## src/rtl/dmem_pkg.sv

```systemverilog
// dmem_pkg: shared definitions for the data-memory arbiter, its interface and
// any bench or CPU model that talks to it.
//   state_t   - arbiter FSM encoding (IDLE, ACCESS, RDATA, RESP)
//   RW_*      - access-type encoding used on RWn and MRW
//   PORT_*    - requester indices (0 = CPU load/store unit, 1 = host loader)
package dmem_pkg;

  typedef enum logic [1:0] {
    IDLE   = 2'd0,
    ACCESS = 2'd1,
    RDATA  = 2'd2,
    RESP   = 2'd3
  } state_t;

  localparam logic RW_READ   = 1'b1;
  localparam logic RW_WRITE  = 1'b0;

  localparam logic PORT_CPU  = 1'b0;
  localparam logic PORT_HOST = 1'b1;

  // With two ports the "other" port is simply the complement of the index.
  function automatic logic other_port(input logic port);
    return ~port;
  endfunction

endpackage

```

## src/rtl/dmem_arbiter_if.sv

```systemverilog
// dmem_arbiter_if: bundles both requester handshakes and the memory-side bus.
//   Requester side: REQn, RWn, An, WDn (to arbiter); ACKn, RDn (from arbiter)
//   Memory side   : MEN, MRW, MA, MWD (from arbiter); MRD (to arbiter)
// Modports:
//   slave  - the arbiter itself
//   master - the environment (both requesters plus the memory)
interface dmem_arbiter_if #(
  parameter int AW = 16,
  parameter int DW = 16
);
  logic          REQ0, REQ1;
  logic          RW0,  RW1;
  logic [AW-1:0] A0,   A1;
  logic [DW-1:0] WD0,  WD1;
  logic          ACK0, ACK1;
  logic [DW-1:0] RD0,  RD1;

  logic          MEN;
  logic          MRW;
  logic [AW-1:0] MA;
  logic [DW-1:0] MWD;
  logic [DW-1:0] MRD;

  modport slave (
    input  REQ0, REQ1, RW0, RW1, A0, A1, WD0, WD1, MRD,
    output ACK0, ACK1, RD0, RD1, MEN, MRW, MA, MWD
  );

  modport master (
    output REQ0, REQ1, RW0, RW1, A0, A1, WD0, WD1, MRD,
    input  ACK0, ACK1, RD0, RD1, MEN, MRW, MA, MWD
  );
endinterface

```

## src/rtl/dmem_arbiter_rr_pick2.sv

```systemverilog
// rr_pick2: combinational two-way round-robin chooser.
//   req0_i, req1_i - request lines of port 0 / port 1
//   pri_i          - port that wins when both request
//   gnt_valid_o    - at least one port is requesting
//   gnt_idx_o      - index of the chosen port (meaningful when gnt_valid_o)
module rr_pick2 (
  input  logic req0_i,
  input  logic req1_i,
  input  logic pri_i,
  output logic gnt_valid_o,
  output logic gnt_idx_o
);

  assign gnt_valid_o = req0_i | req1_i;
  // Contention resolves to the priority port; otherwise the lone requester.
  assign gnt_idx_o   = (req0_i & req1_i) ? pri_i : req1_i;

endmodule

```

## src/rtl/dmem_arbiter.sv

```systemverilog
// dmem_arbiter: shares a single-ported data memory between the CPU load/store
// unit (port 0) and the host loader/debug port (port 1).
//   CK   - clock, all state changes on posedge
//   RST  - asynchronous active-high reset
//   bus  - dmem_arbiter_if.slave: both request/ack handshakes + memory bus
// Each grant runs IDLE -> ACCESS -> (RDATA for reads) -> RESP -> IDLE, so a
// write takes three cycles and a read four. Read data is registered per port
// and held until that port's next read completes.
module dmem_arbiter
  import dmem_pkg::*;
#(
  parameter int AW = 16,
  parameter int DW = 16
) (
  input  logic           CK,
  input  logic           RST,
  dmem_arbiter_if.slave  bus
);

  state_t        state_q, state_d;
  logic          gnt_q,   gnt_d;
  logic          pri_q,   pri_d;
  logic          rw_q,    rw_d;
  logic [AW-1:0] a_q,     a_d;
  logic [DW-1:0] wd_q,    wd_d;
  logic [DW-1:0] rd0_q,   rd0_d;
  logic [DW-1:0] rd1_q,   rd1_d;

  logic pick_valid;
  logic pick_idx;

  rr_pick2 u_pick (
    .req0_i      (bus.REQ0),
    .req1_i      (bus.REQ1),
    .pri_i       (pri_q),
    .gnt_valid_o (pick_valid),
    .gnt_idx_o   (pick_idx)
  );

  always_ff @(posedge CK or posedge RST) begin
    if (RST) begin
      state_q <= IDLE;
      gnt_q   <= PORT_CPU;
      pri_q   <= PORT_CPU;
      rw_q    <= RW_READ;
      a_q     <= '0;
      wd_q    <= '0;
      rd0_q   <= '0;
      rd1_q   <= '0;
    end else begin
      state_q <= state_d;
      gnt_q   <= gnt_d;
      pri_q   <= pri_d;
      rw_q    <= rw_d;
      a_q     <= a_d;
      wd_q    <= wd_d;
      rd0_q   <= rd0_d;
      rd1_q   <= rd1_d;
    end
  end

  always_comb begin
    state_d = state_q;
    gnt_d   = gnt_q;
    pri_d   = pri_q;
    rw_d    = rw_q;
    a_d     = a_q;
    wd_d    = wd_q;
    rd0_d   = rd0_q;
    rd1_d   = rd1_q;

    unique case (state_q)
      IDLE: begin
        // Requests are only looked at here; the access parameters are
        // snapshotted so the requester may change them freely afterwards.
        if (pick_valid) begin
          state_d = ACCESS;
          gnt_d   = pick_idx;
          if (pick_idx == PORT_HOST) begin
            rw_d = bus.RW1;
            a_d  = bus.A1;
            wd_d = bus.WD1;
          end else begin
            rw_d = bus.RW0;
            a_d  = bus.A0;
            wd_d = bus.WD0;
          end
        end
      end
      ACCESS: begin
        state_d = (rw_q == RW_READ) ? RDATA : RESP;
      end
      RDATA: begin
        // Memory returns data the cycle after MEN; only the granted port's
        // register is touched.
        if (gnt_q == PORT_HOST) begin
          rd1_d = bus.MRD;
        end else begin
          rd0_d = bus.MRD;
        end
        state_d = RESP;
      end
      RESP: begin
        pri_d   = other_port(gnt_q);
        state_d = IDLE;
      end
      default: begin
        state_d = IDLE;
      end
    endcase
  end

  // Memory bus is driven straight from the snapshot registers, so it holds
  // its last values whenever MEN is low.
  assign bus.MEN  = (state_q == ACCESS);
  assign bus.MRW  = rw_q;
  assign bus.MA   = a_q;
  assign bus.MWD  = wd_q;

  assign bus.ACK0 = (state_q == RESP) && (gnt_q == PORT_CPU);
  assign bus.ACK1 = (state_q == RESP) && (gnt_q == PORT_HOST);
  assign bus.RD0  = rd0_q;
  assign bus.RD1  = rd1_q;

endmodule

```

## src/flat_wrapper.sv

```systemverilog
// flat-port wrapper written by rule: the top's interface ports become plain ports
module dmem_arbiter_flat import dmem_pkg::*;
#(
  parameter int AW = 16,
  parameter int DW = 16
)
  (CK, RST, bus_REQ0, bus_REQ1, bus_RW0, bus_RW1, bus_A0, bus_A1, bus_WD0, bus_WD1, bus_MRD, bus_ACK0, bus_ACK1, bus_RD0, bus_RD1, bus_MEN, bus_MRW, bus_MA, bus_MWD);
  dmem_arbiter_if #(.AW(AW), .DW(DW)) bus_i ();
  input  logic CK;
  input  logic RST;
  input wire logic [$bits(bus_i.REQ0)-1:0] bus_REQ0;
  input wire logic [$bits(bus_i.REQ1)-1:0] bus_REQ1;
  input wire logic [$bits(bus_i.RW0)-1:0] bus_RW0;
  input wire logic [$bits(bus_i.RW1)-1:0] bus_RW1;
  input wire logic [$bits(bus_i.A0)-1:0] bus_A0;
  input wire logic [$bits(bus_i.A1)-1:0] bus_A1;
  input wire logic [$bits(bus_i.WD0)-1:0] bus_WD0;
  input wire logic [$bits(bus_i.WD1)-1:0] bus_WD1;
  input wire logic [$bits(bus_i.MRD)-1:0] bus_MRD;
  output wire logic [$bits(bus_i.ACK0)-1:0] bus_ACK0;
  output wire logic [$bits(bus_i.ACK1)-1:0] bus_ACK1;
  output wire logic [$bits(bus_i.RD0)-1:0] bus_RD0;
  output wire logic [$bits(bus_i.RD1)-1:0] bus_RD1;
  output wire logic [$bits(bus_i.MEN)-1:0] bus_MEN;
  output wire logic [$bits(bus_i.MRW)-1:0] bus_MRW;
  output wire logic [$bits(bus_i.MA)-1:0] bus_MA;
  output wire logic [$bits(bus_i.MWD)-1:0] bus_MWD;
  assign bus_i.REQ0 = bus_REQ0;
  assign bus_i.REQ1 = bus_REQ1;
  assign bus_i.RW0 = bus_RW0;
  assign bus_i.RW1 = bus_RW1;
  assign bus_i.A0 = bus_A0;
  assign bus_i.A1 = bus_A1;
  assign bus_i.WD0 = bus_WD0;
  assign bus_i.WD1 = bus_WD1;
  assign bus_i.MRD = bus_MRD;
  assign bus_ACK0 = bus_i.ACK0;
  assign bus_ACK1 = bus_i.ACK1;
  assign bus_RD0 = bus_i.RD0;
  assign bus_RD1 = bus_i.RD1;
  assign bus_MEN = bus_i.MEN;
  assign bus_MRW = bus_i.MRW;
  assign bus_MA = bus_i.MA;
  assign bus_MWD = bus_i.MWD;
  dmem_arbiter #(.AW(AW), .DW(DW)) u_core (.CK(CK), .RST(RST), .bus(bus_i));
endmodule
```

## config.mk

```make
export PLATFORM = sky130hd
export DESIGN_NAME = dmem_arbiter_flat
export DESIGN_NICKNAME = d
export VERILOG_FILES = /design/src/rtl/dmem_pkg.sv /design/src/rtl/dmem_arbiter_if.sv /design/src/rtl/dmem_arbiter_rr_pick2.sv /design/src/rtl/dmem_arbiter.sv /design/src/flat_wrapper.sv
export SDC_FILE = /design/constraint.sdc
export NUM_CORES = 1
export LEC_CHECK = 0
export ABC_CLOCK_PERIOD_IN_PS = 2120
export CAP_MARGIN = 30
export CELL_PAD_IN_SITES_DETAIL_PLACEMENT = 0
export CELL_PAD_IN_SITES_GLOBAL_PLACEMENT = 1
export CORE_ASPECT_RATIO = 1.4
export CORE_MARGIN = 8
export CORE_UTILIZATION = 25
export CTS_CLUSTER_SIZE = 40
export DETAILED_ROUTE_END_ITERATION = 7
export DONT_BUFFER_PORTS = 1
export PLACE_DENSITY_LB_ADDON = 0.1
export SLEW_MARGIN = 30
export SYNTH_ARGS = -nofsm -noshare
export SYNTH_HDL_FRONTEND = slang
export SYNTH_HIERARCHICAL = 1
export SYNTH_SLANG_ARGS = --single-unit
```

## constraint.sdc

```tcl
create_clock -name CK -period 2.12 [get_ports CK]
set_input_delay 0.424 -clock CK [delete_from_list [all_inputs] [get_ports CK]]
set_output_delay 0.424 -clock CK [all_outputs]
set_load 0.05 [all_outputs]
```

==> results of run 1 <==
## worst max-delay path by stage
| stage | endpoint | depth (start not counted) |
|---|---|---|
| floorplan | bus_ACK0 | 3 |
| global placement | u_core/bus.RD0[15] | 5 |
| detailed placement | u_core/bus.RD0[10] | 5 |
| CTS | bus_ACK1 | 2 |
| global route | bus_ACK1 | 2 |
| finish | bus_ACK1 | 2 |
## area by class of cell
class | instances | area (sq um)
multi-input cells | 151 | 1200
flip-flops and latches | 69 | 1730
clock inverters | 3 | 15.0
fillers | 1221 | 8340
well taps | 147 | 184
inverters | 5 | 22.5
clock buffers | 13 | 240
repair buffers | 7 | 90.1
## per-layer routing
metal,routed length [microns],up-vias
met2,3530,103
met3,959,11
met5,0,-
li1,-,825
met4,156,0
met1,2750,845
## worst max-delay path, stage by stage, from the launching register on
cell,delay (ns)
dfrtp_1,0.41
ha_1,0.20
and2_1,0.48
## stage by stage
stage	cells	setup slack (ns)
after floorplan	240	0.438
after global placement	379	0.509
after detailed placement	379	0.465
after CTS	395	0.236
after global routing	395	0.197
final	395	0.283
## cells in the mapped netlist, types with 2 or more instances
cell / number / area (sq um)
a21oi_1: 33 / 165
and2_1: 2 / 12.5
buf_2: 6 / 30.0
buf_4: 3 / 22.5
buf_6: 3 / 33.8
clkbuf_4: 2 / 15.0
dfrtp_1: 68 / 1700
ha_1: 5 / 62.6
inv_1: 5 / 18.8
mux2_2: 23 / 259
mux2_4: 10 / 150
mux2i_1: 33 / 330
nor2_1: 35 / 131
nor2b_1: 3 / 18.8
## sequential cells by signal, summed over array words and instances (netlist names)
name and flops:
u_core/bus.RD0 16, u_core/pri_q 1, u_core/gnt_q 1, u_core/bus.MA 16
u_core/bus.MWD 16, u_core/state_q 2, u_core/bus.RD1 16, u_core/bus.MRW 1
## cell families after synthesis
logic type                 count (synthesis)  synth area share
muxes                                     67             0.247
AOI/OAI and AO/OA                         37            0.0647
DFF                                       69             0.569
adders and majority gates                  5            0.0206
and+or+nand+nor                           42            0.0577
buffers and inverters                     20            0.0408
==> flow_summary.toml, run 1 <==
[outcome]
status = "completed"

[logic_synthesis]
avgSynthCellArea_sq_um = 12.7
synthDistinctLibCells = 23
ys.flop_type = "dfrtp_1"
synth_edf_count = 0
synth_cells = 240
synth_area_sq_mm = 0.00304
yosys_warnings = 6
async_flop_share = 1.00
yosysSeqAreaShare = 0.569
ys_seq_elements = 69
synth_nets = 331

[global_route]
grt_usage = 0.0924
grt.overflow.total = 0
grt_pass1_vias = 2022
antenna_found_initial = 0
busiest_layer = "met2"
grt_use_met1 = 0.100
grtUsageMet2 = 0.146
grt_first_pass_wirelength_microns = 11300
grt.met3_usage = 0.0401
grt_max_degree = 45

[sta]
final.setup.tns_ns = 0
skew_ns = 0.00628
relSlewSlack = 0.643
max_slew.worst_pin.slew_ns = 0.536
timing.final.hold_violations = 0
fin_hold_ws_ns = 0.0318
fin_crit_ns = 1.84
period_share = 0.866
fmaxAchievable_mhz = 544
slew_viol_final = 0
setup_viol = 0
grt_setup_unrepaired = "no"

[layout]
n_antenna_cell = 0
drive_above_1_share = 0.234
area_growth_pct = 14.6
final_common_cell = "dfrtp_1"
design_area_sq_mm = 0.00348
final_cell_mix = "68 x dfrtp_1, 35 x nor2_1, 33 x mux2i_1, 33 x a21oi_1, 23 x mux2_2"
final_util = 0.294
nets = 334

[clock_network]
cts.sinks = 69
holdBufCountCts = 0
clkTransAtPathRegs_ns = 0.06
insertion_delay_ns = 0.32
cts_made_buffers = 9
post_cts_buffers = 0
clock-root-buffer = "clkbuf_16"
post_cts_resized = 0
clk_path_buf_depth = 2
cts_max_level = 3
tritoncts = "yes"

[drt]
ant_nets = 0
drt_wl_total_microns = 7390
firstDrtPassIters = 3
drc = 0
routed_via_density = 4.52
vias = 1784
wl_per_cell_microns = 18.7
drt-initial-drc-count = 46

[floorplanning]
die_w_microns = 109
dieArea_sq_mm = 0.0160
die_h_microns = 146
core_area_sq_mm = 0.0118
initial_core_util = 0.257
std_cell_rows = 47
io_pins = 154

[placed_design]
placed_cell_area_sq_mm = 0.00322
port-buffer-count = 0
place.gp.congestion = 0.659
dp_hpwl_microns = 5570

[setup_path]
r2r_setup_slack_ns = 0.47
cp_max_fo = 5
rr_startpoint = "u_core/state_q[0]"
rr_endpoint = "u_core/bus.RD0[13]"
required_ns = 1.70
worstSetupPathType = "reg -> out"
rr_worst_depth = 5
end_kind = "output port"
cp.arrival_ns = 1.41
crit_start = "u_core/state_q[1]"
start_kind = "flip-flop"

[min_path]
hold_class = "in -> async"

[flow_run]
max_cap_violations = 0
Power of run 1 is left out: the tool's default activity adds up to more than one toggle a clock period on the data nets, which glitch-free logic cannot reach.
==> run 2: changes to the inputs <==
CAP_MARGIN = unset   (was 30)
PLACE_DENSITY_LB_ADDON = 0.3   (was 0.1)
==> run 2 against run 1 <==
  * Die area is the same
  * Critical path depth stayed put
  * Clock skew rose by 0.00056 ns
  * Worst setup slack improved by 0.038 ns
  * Highest routed layer unchanged
==> flow_summary.toml, run 2 (same netlist as run 1, synthesis figures left out) <==
[floorplanning]
core_area_sq_mm = 0.0118
die_w_microns = 109
initial_core_util = 0.257
std_cell_rows = 47
io_pins = 154
dieArea_sq_mm = 0.0160
die_h_microns = 146

[clock_network]
tritoncts = "yes"
cts_max_level = 3
clkTransAtPathRegs_ns = 0.06
post_cts_buffers = 0
holdBufCountCts = 0
cts_made_buffers = 9
clock-root-buffer = "clkbuf_16"
clk_path_buf_depth = 2
insertion_delay_ns = 0.32
post_cts_resized = 0
cts.sinks = 69

[global_route]
grt.overflow.total = 0
grt_usage = 0.0949
grt_first_pass_wirelength_microns = 11400
antenna_found_initial = 0
grt_max_degree = 70
grt_pass1_vias = 2051

[setup_path]
cp_max_fo = 5
cp.depth = 2
cp.arrival_ns = 1.37
rr_startpoint = "u_core/state_q[0]"
critPathBufInv = 1
critical_path.slowest_cell = "ha_1"
crit_path_end = "bus_MEN"
crit_chain = "inv_1 -> ha_1"
r2r_setup_slack_ns = 0.48
slowest_delay_ns = 0.51
rr_worst_depth = 5
end_kind = "output port"
start_kind = "flip-flop"
worstSetupPathType = "reg -> out"
crit_start = "u_core/state_q[1]"
rr_endpoint = "u_core/bus.RD0[10]"
path_delay_family = "adder cells"
required_ns = 1.70

[placed_design]
placed_cell_area_sq_mm = 0.00321
port-buffer-count = 0
place.gp.congestion = 0.664
dp_hpwl_microns = 5590

[drt]
ant_nets = 0
firstDrtPassIters = 4
wl_per_cell_microns = 18.6
drc = 0
routed_via_density = 4.56
drt-initial-drc-count = 47
drt_wl_total_microns = 7340
vias = 1801

[sta]
final.setup.tns_ns = 0
grt_setup_unrepaired = "no"
timing.final.hold_violations = 0
fin_crit_ns = 1.80
period_share = 0.849
max_slew.worst_pin.slew_ns = 0.555
relSlewSlack = 0.630
slew_viol_final = 0
skew_ns = 0.00684
setup_viol = 0
fmaxAchievable_mhz = 556

[layout]
nets = 334
final_common_cell = "dfrtp_1"
final_cell_mix = "68 x dfrtp_1, 35 x nor2_1, 33 x mux2i_1, 33 x a21oi_1, 23 x mux2_2"
drive_above_1_share = 0.242
design_area_sq_mm = 0.00352
n_antenna_cell = 0
area_growth_pct = 15.8

[min_path]
hold_class = "in -> async"

[flow_run]
max_cap_violations = 0

[outcome]
status = "completed"
## run 2: metrics by stage
step | utilization | setup slack (ns) | instances | hold slack (ns)
after CTS | 0.297 | 0.283 | 395 | 0.0801
final | 0.297 | 0.321 | 395 | 0.0706
after detailed placement | 0.272 | 0.453 | 379 | 0.432
after global routing | 0.297 | 0.216 | 395 | 0.101
after global placement | 0.272 | 0.517 | 379 | 0.432
after floorplan | - | 0.438 | 240 | 0.454
## run 2: final cells by class
type / count / area, sq um
Inverter: 5 / 22.5
Sequential cell: 69 / 1730
Fill cell: 1206 / 8300
Timing Repair Buffer: 7 / 77.6
Tap cell: 147 / 184
Multi-Input combinational cell: 151 / 1200
Clock buffer: 13 / 260
Clock inverter: 3 / 43.8
## run 2: how the worst min path moves through the flow
stage / to / slack (ns) / depth (start not counted) / startpoint
after detailed placement: u_core/bus.MA[4] / 0.43 / 2 / RST
after global placement: u_core/bus.MA[7] / 0.43 / 2 / RST
after floorplan: u_core/pri_q / 0.45 / 1 / u_core/pri_q
after global routing: u_core/bus.MA[4] / 0.10 / 2 / RST
final: u_core/bus.MA[5] / 0.07 / 2 / RST
after CTS: u_core/bus.MA[4] / 0.08 / 2 / RST
## run 2: per-layer routing
metal | track usage | vias up | wire, microns
met5 | 0 | - | 0
met4 | 0.0557 | 0 | 165
met3 | 0.0414 | 11 | 1010
met2 | 0.154 | 97 | 3490
met1 | 0.0983 | 861 | 2670
li1 | - | 832 | -
Power of run 2 is left out for the same reason.
==> run 3: changes to the inputs <==
ABC_CLOCK_PERIOD_IN_PS = 1700   (was 2120)
clock period = 1.7 ns   (was 2.12 ns; I/O delays follow)
==> run 3 against run 2 <==
  * Register-to-register slack worse by 0.35 ns
  * Clock-buffer cell count is 1 lower
  * Critical path type unchanged
  * Sequential share of layout area is 1.2 points lower
  * Via count is 1.1% lower
  * Wire length hardly changed
  * Worst setup slack worse by 0.24 ns
  * Flip-flop and latch count stayed put
==> flow_summary.toml, run 3 (same netlist as run 1, synthesis figures left out) <==
[drt]
firstDrtPassIters = 4
ant_nets = 0
vias = 1781
drc = 0
drt_wl_total_microns = 7340
wl_per_cell_microns = 18.4
drt-initial-drc-count = 63
routed_via_density = 4.46

[global_route]
grt_usage = 0.0924
grt_pass1_vias = 1966
grt.overflow.total = 0
antenna_found_initial = 0
grt_first_pass_wirelength_microns = 11200
grt_max_degree = 39

[clock_network]
holdBufCountCts = 1
cts_max_level = 3
clk_path_buf_depth = 2
cts.sinks = 69
post_cts_resized = 0
tritoncts = "yes"
clkTransAtPathRegs_ns = 0.05
clock-root-buffer = "clkbuf_16"
post_cts_buffers = 0
cts_made_buffers = 9
insertion_delay_ns = 0.33

[setup_path]
critPathBufInv = 1
end_kind = "output port"
rr_endpoint = "u_core/bus.RD0[12]"
rr_startpoint = "u_core/state_q[0]"
worstSetupPathType = "reg -> out"
cp_max_fo = 5
critical_path.slowest_cell = "dfrtp_1"
slowest_delay_ns = 0.41
crit_chain = "ha_1 -> and2_1 -> buf_4"
r2r_setup_slack_ns = 0.13
start_kind = "flip-flop"
cp.arrival_ns = 1.28
path_delay_family = "flip-flops"
required_ns = 1.36
rr_worst_depth = 5

[placed_design]
place.gp.congestion = 0.658
post-place-ws_ns = 0.124
port-buffer-count = 0
dp_hpwl_microns = 5680

[layout]
final_common_cell = "dfrtp_1"
area_growth_pct = 18.6
drive_above_1_share = 0.250
final_cell_mix = "68 x dfrtp_1, 35 x nor2_1, 33 x mux2i_1, 33 x a21oi_1, 23 x mux2_2"
final_util = 0.305
n_antenna_cell = 0
nets = 338

[sta]
slew_viol_final = 0
setup_viol = 0
fin_crit_ns = 1.62
fin_ws_ns = 0.0812
skew_ns = 0.00626
timing.final.hold_violations = 0
grt_setup_unrepaired = "no"
fin_hold_ws_ns = 0.165
relSlewSlack = 0.626
max_slew.worst_pin.slew_ns = 0.562
period_share = 0.952
final.setup.tns_ns = 0
fmaxAchievable_mhz = 618

[flow_run]
max_cap_violations = 0

[floorplanning]
die_h_microns = 146
initial_core_util = 0.257
die_w_microns = 109
io_pins = 154
dieArea_sq_mm = 0.0160
core_area_sq_mm = 0.0118
std_cell_rows = 47

[min_path]
hold_class = "in -> reg"
holdCritStartpoint = "bus_MRD[3]"
min_to = "u_core/bus.RD0[3]"
min_path_cells = 1

[outcome]
status = "completed"
-- run 3: cell types whose count changed in the layout (fill, tap and decap cells not counted) --
| cell | delta |
|---|---|
| clkinv_2 | +1 |
| clkinvlp_4 | +1 |
| clkbuf_8 | -1 |
| clkinv_4 | -1 |
| buf_12 | +5 |
| buf_4 | -2 |
| dlygate4sd3_1 | +1 |
-- run 3: stage by stage --
stage | instances | cell area [sq um]
floorplan | 240 | 3040
global placement | 382 | 3300
detailed placement | 382 | 3300
CTS | 399 | 3600
global route | 399 | 3600
finish | 399 | 3600
-- run 3: worst max path at each step --
stage | cells after the start | start | end | slack (ns)
after floorplan | 3 | u_core/state_q[1] | bus_ACK0 | 0.10
after global routing | 5 | u_core/state_q[0] | u_core/bus.RD0[10] | 0.02
final | 3 | u_core/state_q[1] | bus_ACK1 | 0.08
after CTS | 3 | u_core/state_q[1] | bus_ACK1 | 0.06
after detailed placement | 5 | u_core/state_q[0] | u_core/bus.RD0[12] | 0.12
after global placement | 5 | u_core/state_q[0] | u_core/bus.RD0[13] | 0.17
-- run 3: per-layer routing --
layer / global-route usage / vias up / part of all wire
met5: 0 / - / 0
met4: 0.0481 / 0 / 0.017
met3: 0.0476 / 10 / 0.13
met2: 0.147 / 95 / 0.49
met1: 0.0959 / 836 / 0.36
li1: - / 840 / -
-- run 3: area by class of cell --
class	count	area (sq um)
Fill cell	1173	8220
Sequential cell	69	1730
Multi-Input combinational cell	151	1200
Clock buffer	12	246
Tap cell	147	184
Timing Repair Buffer	11	173
Clock inverter	4	47.5
Inverter	5	22.5
Power of run 3 is left out for the same reason.
